File: src/rtl/opl3_stereo_mixer.sv
// Stereo mixer for OPL3 sample streams: per-source gain and pan, time-multiplexed
// accumulation (one multiply per cycle), then shift, saturate and valid/ready output.
module opl3_stereo_mixer #(
  parameter int unsigned NUM_SRC    = 4,
  parameter int unsigned IN_WIDTH   = 16,
  parameter int unsigned OUT_WIDTH  = 16,
  parameter int unsigned GAIN_WIDTH = 8,
  parameter int unsigned LEFT_SHIFT = 0
) (
  input  logic                             clk,
  input  logic                             ic_n,
  input  logic                             in_valid,
  output logic                             in_ready,
  input  logic [NUM_SRC*IN_WIDTH-1:0]      in_sample,
  input  logic [NUM_SRC*GAIN_WIDTH-1:0]    gain,
  input  logic [NUM_SRC*2-1:0]             pan,
  output logic                             out_valid,
  input  logic                             out_ready,
  output logic [OUT_WIDTH-1:0]             sample_l,
  output logic [OUT_WIDTH-1:0]             sample_r,
  output logic                             clip_l,
  output logic                             clip_r,
  output logic                             overrun,
  input  logic                             clr_flags
);

  localparam int unsigned PW = IN_WIDTH + GAIN_WIDTH + 1;
  localparam int unsigned AW = PW + $clog2(NUM_SRC + 1);
  // Saturation works on a value at least one bit wider than the output.
  localparam int unsigned VW = (AW + LEFT_SHIFT > OUT_WIDTH) ? AW + LEFT_SHIFT : OUT_WIDTH + 1;
  localparam int unsigned CW = (NUM_SRC > 1) ? $clog2(NUM_SRC) : 1;
  localparam logic [CW-1:0] LastIdx = CW'(NUM_SRC - 1);

  typedef enum logic [1:0] {StIdle, StAccum, StSat} state_e;

  state_e                          state_q, state_d;
  logic [CW-1:0]                   idx_q, idx_d;
  logic [NUM_SRC*IN_WIDTH-1:0]     smp_q, smp_d;
  logic [NUM_SRC*GAIN_WIDTH-1:0]   gain_q, gain_d;
  logic [NUM_SRC*2-1:0]            pan_q, pan_d;
  logic signed [AW-1:0]            acc_l_q, acc_l_d, acc_r_q, acc_r_d;
  logic                            out_valid_q, out_valid_d;
  logic [OUT_WIDTH-1:0]            sample_l_q, sample_l_d, sample_r_q, sample_r_d;
  logic                            clip_l_q, clip_l_d, clip_r_q, clip_r_d;
  logic                            overrun_q, overrun_d;

  logic signed [PW-1:0]            s_ext, g_ext, prod;
  logic signed [AW-1:0]            prod_ext;
  logic [OUT_WIDTH:0]              sat_l, sat_r;

  // Returns {clipped, clamped sample}.
  function automatic logic [OUT_WIDTH:0] saturate(logic signed [AW-1:0] acc);
    logic signed [AW-1:0] sh;
    logic signed [VW-1:0] v;
    logic                 pos_ovf, neg_ovf;
    sh      = acc >>> (GAIN_WIDTH - 1);
    v       = VW'(sh) <<< LEFT_SHIFT;
    pos_ovf = !v[VW-1] && (|v[VW-2:OUT_WIDTH-1]);
    neg_ovf = v[VW-1] && !(&v[VW-2:OUT_WIDTH-1]);
    if (pos_ovf) begin
      saturate = {2'b10, {(OUT_WIDTH-1){1'b1}}};
    end else if (neg_ovf) begin
      saturate = {2'b11, {(OUT_WIDTH-1){1'b0}}};
    end else begin
      saturate = {1'b0, v[OUT_WIDTH-1:0]};
    end
  endfunction

  // Latched sets are shifted down one source per ACCUM cycle, so source idx sits in the low slot.
  assign s_ext    = {{(GAIN_WIDTH+1){smp_q[IN_WIDTH-1]}}, smp_q[IN_WIDTH-1:0]};
  assign g_ext    = {{(IN_WIDTH+1){1'b0}}, gain_q[GAIN_WIDTH-1:0]};
  assign prod     = s_ext * g_ext;
  assign prod_ext = {{(AW-PW){prod[PW-1]}}, prod};
  assign sat_l    = saturate(acc_l_q);
  assign sat_r    = saturate(acc_r_q);

  assign in_ready  = (state_q == StIdle);
  assign out_valid = out_valid_q;
  assign sample_l  = sample_l_q;
  assign sample_r  = sample_r_q;
  assign clip_l    = clip_l_q;
  assign clip_r    = clip_r_q;
  assign overrun   = overrun_q;

  always_comb begin
    state_d     = state_q;
    idx_d       = idx_q;
    smp_d       = smp_q;
    gain_d      = gain_q;
    pan_d       = pan_q;
    acc_l_d     = acc_l_q;
    acc_r_d     = acc_r_q;
    out_valid_d = out_valid_q && !out_ready;
    sample_l_d  = sample_l_q;
    sample_r_d  = sample_r_q;
    clip_l_d    = clr_flags ? 1'b0 : clip_l_q;
    clip_r_d    = clr_flags ? 1'b0 : clip_r_q;
    overrun_d   = clr_flags ? 1'b0 : overrun_q;
    if (in_valid && !in_ready) begin
      overrun_d = 1'b1;
    end
    unique case (state_q)
      StIdle: begin
        if (in_valid) begin
          smp_d   = in_sample;
          gain_d  = gain;
          pan_d   = pan;
          acc_l_d = '0;
          acc_r_d = '0;
          idx_d   = '0;
          state_d = StAccum;
        end
      end
      StAccum: begin
        if (pan_q[0]) acc_l_d = acc_l_q + prod_ext;
        if (pan_q[1]) acc_r_d = acc_r_q + prod_ext;
        smp_d  = smp_q >> IN_WIDTH;
        gain_d = gain_q >> GAIN_WIDTH;
        pan_d  = pan_q >> 2;
        if (idx_q == LastIdx) begin
          state_d = StSat;
        end else begin
          idx_d = idx_q + CW'(1);
        end
      end
      StSat: begin
        if (!out_valid_q || out_ready) begin
          sample_l_d  = sat_l[OUT_WIDTH-1:0];
          sample_r_d  = sat_r[OUT_WIDTH-1:0];
          out_valid_d = 1'b1;
          if (sat_l[OUT_WIDTH]) clip_l_d = 1'b1;
          if (sat_r[OUT_WIDTH]) clip_r_d = 1'b1;
          state_d     = StIdle;
        end
      end
      default: state_d = StIdle;
    endcase
  end

  always_ff @(posedge clk or negedge ic_n) begin
    if (!ic_n) begin
      state_q     <= StIdle;
      idx_q       <= '0;
      smp_q       <= '0;
      gain_q      <= '0;
      pan_q       <= '0;
      acc_l_q     <= '0;
      acc_r_q     <= '0;
      out_valid_q <= 1'b0;
      sample_l_q  <= '0;
      sample_r_q  <= '0;
      clip_l_q    <= 1'b0;
      clip_r_q    <= 1'b0;
      overrun_q   <= 1'b0;
    end else begin
      state_q     <= state_d;
      idx_q       <= idx_d;
      smp_q       <= smp_d;
      gain_q      <= gain_d;
      pan_q       <= pan_d;
      acc_l_q     <= acc_l_d;
      acc_r_q     <= acc_r_d;
      out_valid_q <= out_valid_d;
      sample_l_q  <= sample_l_d;
      sample_r_q  <= sample_r_d;
      clip_l_q    <= clip_l_d;
      clip_r_q    <= clip_r_d;
      overrun_q   <= overrun_d;
    end
  end

endmodule
File: config.mk
export PLATFORM = sky130hd
export DESIGN_NAME = opl3_stereo_mixer
export DESIGN_NICKNAME = d
export VERILOG_FILES = /design/src/rtl/opl3_stereo_mixer.sv
export SDC_FILE = /design/constraint.sdc
export NUM_CORES = 1
export LEC_CHECK = 0
export ABC_AREA = 1
export BUFFER_PORTS_ARGS = -buffer_cell sky130_fd_sc_hd__buf_2
export CORE_MARGIN = 5
export CORE_UTILIZATION = 35
export CTS_CLUSTER_DIAMETER = 60
export DETAILED_ROUTE_END_ITERATION = 6
export SLEW_MARGIN = 0
export SYNTH_ARGS = -nofsm -noshare
export SYNTH_HDL_FRONTEND = slang
export SYNTH_SLANG_ARGS = --single-unit
File: constraint.sdc
create_clock -name clk -period 5.9 [get_ports clk]
set_clock_uncertainty 0.1 [all_clocks]
set_input_delay 0.59 -clock clk [delete_from_list [all_inputs] [get_ports clk]]
set_output_delay 0.59 -clock clk [all_outputs]
set_load 0.01 [all_outputs]
Word level (Yosys, flattened, before mapping)
Cells that the tools add are included.
- $add $sub $neg: 3
- $mul: 1
- equal/unequal tests: 9
- muxes and demuxes: 34
- reductions and logical operators: 27
- operator list (operator ; count):
    64-bit case mux with 2 select lines ; 1
    28-bit case mux with 2 select lines ; 2
    28-bit 2-to-1 mux ; 3
    17-bit 2-to-1 mux ; 4
    64-bit 2-to-1 mux ; 1
    32-bit case mux with 2 select lines ; 1
    28-bit by 25-bit adder with 28-bit output ; 2
    32-bit 2-to-1 mux ; 1
    16-bit by 9-bit multiplier with 25-bit output ; 1
    8-bit case mux with 2 select lines ; 1
    1-bit 2-to-1 mux ; 12
    2-bit != test (second input constant) ; 6
    3-bit AND reduction ; 4
    6-bit AND reduction ; 2
    6-bit OR reduction ; 2
    2-bit 2-to-1 mux ; 5
    8-bit 2-to-1 mux ; 1
    1-bit zero test ; 7
    1-bit logical AND ; 6
    2-bit case mux with 3 select lines ; 1
    2-bit == test (second input constant) ; 2
    2-bit case mux with 2 select lines ; 1
    2-bit AND reduction ; 2
    2-bit nonzero test ; 2
    4 further kinds ; 4
- register bits after elaboration: 200
- input port bits: 109
- output and inout port bits: 37
- word-level logic and storage cells: 87

Logic depth before layout (Yosys ltp)
- depth in word-level cells: 8
- gate-level depth with buffers: 34
- gate-level depth less buffers: 32

Least setup slack after synthesis
OpenSTA, ideal clock, no wires.
- path kind: reg2reg
- from: reg gain_q[0]
- to: reg acc_r_q[22]
- setup time: 0.123 ns
- arrival time: 5.420 ns
- data required time: 5.677 ns
- path slack: 0.257 ns
- stages on the path, launching flop included: 28
- path buffers: 2
- clock period less this slack: 5.643 ns
- path through: dfrtp_1 -> clkbuf_1 -> clkbuf_1 -> nand2_1 -> fa_1 -> inv_1 -> fa_1 -> fa_1 -> inv_1 -> fa_1 -> inv_1 -> ha_1 -> a21oi_1 -> o21ai_1 -> nand2_1 -> nand4_1 -> a21oi_2 -> o21bai_1 -> xor2_1 -> ha_1 -> nand2_1 -> nor2_1 -> nand2_1 -> o21bai_1 -> o211ai_1 -> a21oi_1 -> o21ai_0 -> nand2_1
- cells in the longest elaborated chain, start to end: 4
- RTL lines (what ; RTL line ; RTL):
    start, declared ; 39 ; logic [NUM_SRC*GAIN_WIDTH-1:0] gain_q, gain_d;
    start signal, assigned ; 159 ; gain_q <= gain_d;
    16-bit by 9-bit multiplier with 25-bit output ; 72 ; assign prod = s_ext * g_ext;
    28-bit by 25-bit adder with 28-bit output ; 116 ; if (pan_q[1]) acc_r_d = acc_r_q + prod_ext;
    28-bit 2-to-1 mux ; 116 ;
    28-bit case mux with 2 select lines ; 102 ; unique case (state_q)
    end signal, assigned ; 162 ; acc_r_q <= acc_r_d;
    end, declared ; 41 ; logic signed [AW-1:0] acc_l_q, acc_l_d, acc_r_q, acc_r_d;
No other way between the ends. The select of a mux whose other input is x is not followed.
A chain may end at the register's enable or synchronous reset.

Final worst setup path
- from: reg smp_q[7]
- to: reg acc_l_q[26]
- cells in the longest elaborated chain, start to end: 4
- RTL lines (what ; RTL line ; RTL):
    start, declared ; 38 ; logic [NUM_SRC*IN_WIDTH-1:0] smp_q, smp_d;
    start signal, assigned ; 158 ; smp_q <= smp_d;
    16-bit by 9-bit multiplier with 25-bit output ; 72 ;
    28-bit by 25-bit adder with 28-bit output ; 115 ; if (pan_q[0]) acc_l_d = acc_l_q + prod_ext;
    28-bit 2-to-1 mux ; 115 ;
    28-bit case mux with 2 select lines ; 102 ;
    end signal, assigned ; 161 ; acc_l_q <= acc_l_d;
    end, declared ; 41 ;
No other way between the ends. The select of a mux whose other input is x is not followed.

==> flow_metrics.py <==
metrics = {
    "placed_design": {
        "post-place-ws_ns": -0.160,
        "dpl.cell_count": 3082,
        "portBuffers": 145,
        "routabilityCongestion": 0.921,
        "dpl.hpwl_um": 38700,
    },
    "route": {
        "vias": 15300,
        "wl_per_cell_um": 15.8,
        "drcViolationCount": 0,
        "viasPerCell": 4.86,
        "first_iter_violations": 790,
        "routed_wl_um": 49800,
        "ant_nets": 0,
        "firstDrtPassIters": 5,
    },
    "die": {
        "rows": 80,
        "die-area_mm2": 0.0525,
        "start_util_pct": 35.3,
        "die_h_um": 229,
        "io_pins": 146,
        "die_x_um": 229,
        "coreArea_mm2": 0.0476,
    },
    "clocking": {
        "cts_buffer_depth": 2,
        "root_buffer": "clkbuf_16",
        "cts_tree": "done",
        "clock_latency_ns": 0.48,
        "cts_htree_levels": 4,
        "clk_pin_slew_ns": 0.07,
        "cts_buffers": 17,
        "cts_sinks": 200,
    },
    "setup_path": {
        "rr_worst_depth": 25,
        "reg2reg_from": "smp_q[7]$_DFFE_PN0P_",
        "cp-end-kind": "flop",
        "critPathKind": "flop to flop",
        "required_ns": 6.20,
        "max_stage_delay_ns": 0.54,
        "critPathLaunchType": "flop",
        "worstReg2RegEnd": "acc_l_q[26]$_DFFE_PN0P_",
        "cpMostUsedCell": "fa_1",
        "crit_arrival_ns": 6.01,
        "regToRegSetupSlack_ns": 0.20,
        "cp_max_fo": 5,
        "cpMaxStageDelayCell": "fa_1",
    },
    "min_path": {
        "hold_class": "input pin to async pin",
    },
    "grt": {
        "grt_use_met3_pct": 2.94,
        "grtUsageTotal_pct": 18.6,
        "grt_overflow_total": 0,
        "antenna_found_initial": 0,
        "busiest_layer": "met2",
        "use_met1_pct": 24.8,
        "met2_usage_pct": 30.8,
        "grt_pass1_vias": 15300,
        "grt_pass1_wl_um": 79400,
        "grt_max_degree": 124,
    },
    "yosys": {
        "synth_edf_count": 0,
        "synth_top_area_cell": "dfrtp_1",
        "avgSynthCellArea_um2": 7.47,
        "synth_fp_nets": 2569,
        "async_flop_share_pct": 100,
        "netlist_area_mm2": 0.0168,
        "synth_warnings": 0,
        "yosysMostFrequentCell": "nand2_1",
        "ys_seq_elements": 200,
        "seq_area_frac_synth_pct": 29.8,
        "netlist.area_leader.share_pct": 29.8,
        "yosysUniqueCellTypes": 52,
        "synth_common_cells": "nand2_1 (613), inv_1 (377), o21ai_0 (215)",
        "synth_cells": 2251,
        "ys.flop_type": "dfrtp_1",
        "synthTopCellsByArea": "dfrtp_1 (30%), nand2_1 (14%), fa_1 (12%)",
    },
    "sta": {
        "tightest_slew_ns": 1.04,
        "maxSlewViolCount": 0,
        "relSlewSlack_pct": 30.4,
        "min_period_ns": 5.70,
        "worst_slack_ns": 0.196,
        "fmax_mhz": 175,
        "setup_violations": 0,
        "rsz0062_at_grt": "yes",
        "period_share_pct": 96.7,
        "hold_violations": 0,
    },
    "final_layout": {
        "drive_gt1_share_pct": 25.6,
        "area_growth_pct": 25.2,
        "antenna_cells": 0,
        "stdcell_count": 3144,
        "nets": 2834,
    },
    "run_status": {
        "outcome": "completed",
    },
    "job": {
        "cap_violations": 0,
    },
}
layer usage:
| layer | up-vias | share of wire, % |
|---|---|---|
| li1 | 7642 | - |
| met1 | 7208 | 46 |
| met2 | 343 | 47 |
| met3 | 81 | 4.0 |
| met4 | 0 | 3.4 |
| met5 | - | 0 |
registers in the layout, summed over array words and instances (netlist names):
name and cells:
state_q 2, out_valid 1, sample_r 16, acc_r_q 28
clip_r 1, smp_q 64, overrun 1, gain_q 32
sample_l 16, clip_l 1, pan_q 8, acc_l_q 28
idx_q 2
placed cells by master, fill, tap and decap left out, types with 43 or more instances in the layout:
cell and n:
o21ai_1 45, ha_1 66, dfrtp_1 186, a21oi_1 67, nand3_1 49, buf_2 144
nor2_1 118, buf_4 172, nand2_2 43, inv_1 369, fa_1 97, o21ai_0 203
nand2_1 581
metrics by stage:
step | instance area, um2 | setup TNS [ns] | hold WS (ns) | util (%)
floorplan | 16800 | 0 | 0.194 | -
global placement | 19200 | -0.384 | 0.363 | 40.3
detailed placement | 19200 | -1.27 | 0.366 | 40.3
CTS | 19800 | 0 | 0.0499 | 41.6
global route | 21100 | -0.749 | 0.0762 | 44.2
finish | 21100 | 0 | 0.0236 | 44.2
worst max path at each step:
stage,from,to,depth (start not counted)
floorplan,gain_q[0]$_DFFE_PN0P_,acc_r_q[22]$_DFFE_PN0P_,27
global placement,gain_q[0]$_DFFE_PN0P_,acc_l_q[21]$_DFFE_PN0P_,26
finish,smp_q[7]$_DFFE_PN0P_,acc_l_q[26]$_DFFE_PN0P_,25
CTS,gain_q[0]$_DFFE_PN0P_,acc_l_q[26]$_DFFE_PN0P_,26
detailed placement,gain_q[0]$_DFFE_PN0P_,acc_l_q[21]$_DFFE_PN0P_,26
global route,gain_q[2]$_DFFE_PN0P_,acc_r_q[26]$_DFFE_PN0P_,27
what timing repair did:
| item | CTS | global route |
|---|---|---|
| resized for setup | 8 | 222 |
| endpoints found under the setup margin | 19 | 31 |
| buffers inserted | 1 | 29 |
| hold endpoints to repair | 0 | 0 |
| pin swaps | 0 | 88 |
| hold buffers | 0 | 0 |
logic make-up (layout without fill, tap and decap cells):
family | Yosys count | after routing | share of synthesized area [%]
simple gates | 901 | 901 | 22.5
fa+ha+maj | 209 | 209 | 20.2
buf+inv | 480 | 758 | 11.0
xor+xnor | 28 | 28 | 1.46
flops | 200 | 200 | 29.8
compound gates | 433 | 433 | 15.0
critical path, delay by kind of cell, from the launching register on:
family	cells	cell delay, ns
DFF	1	0.46
xor gates and xnor gates	1	0.20
buffers and inverters	5	0.42
AOI/OAI and AO/OA	5	0.79
adders and majority gates	6	2.69
and+or+nand+nor	8	0.99
layout make-up:
type	instances	area, um2
clock buffers	19	453
clock inverters	13	121
fillers	4833	26600
inverters	391	1470
multi-input cells	1571	10900
flip-flops and latches	200	5020
well taps	615	769
repair buffers	335	2290
Power is left out: the tool's default activity adds up to more than one toggle a clock period on the data nets, which glitch-free logic cannot reach.
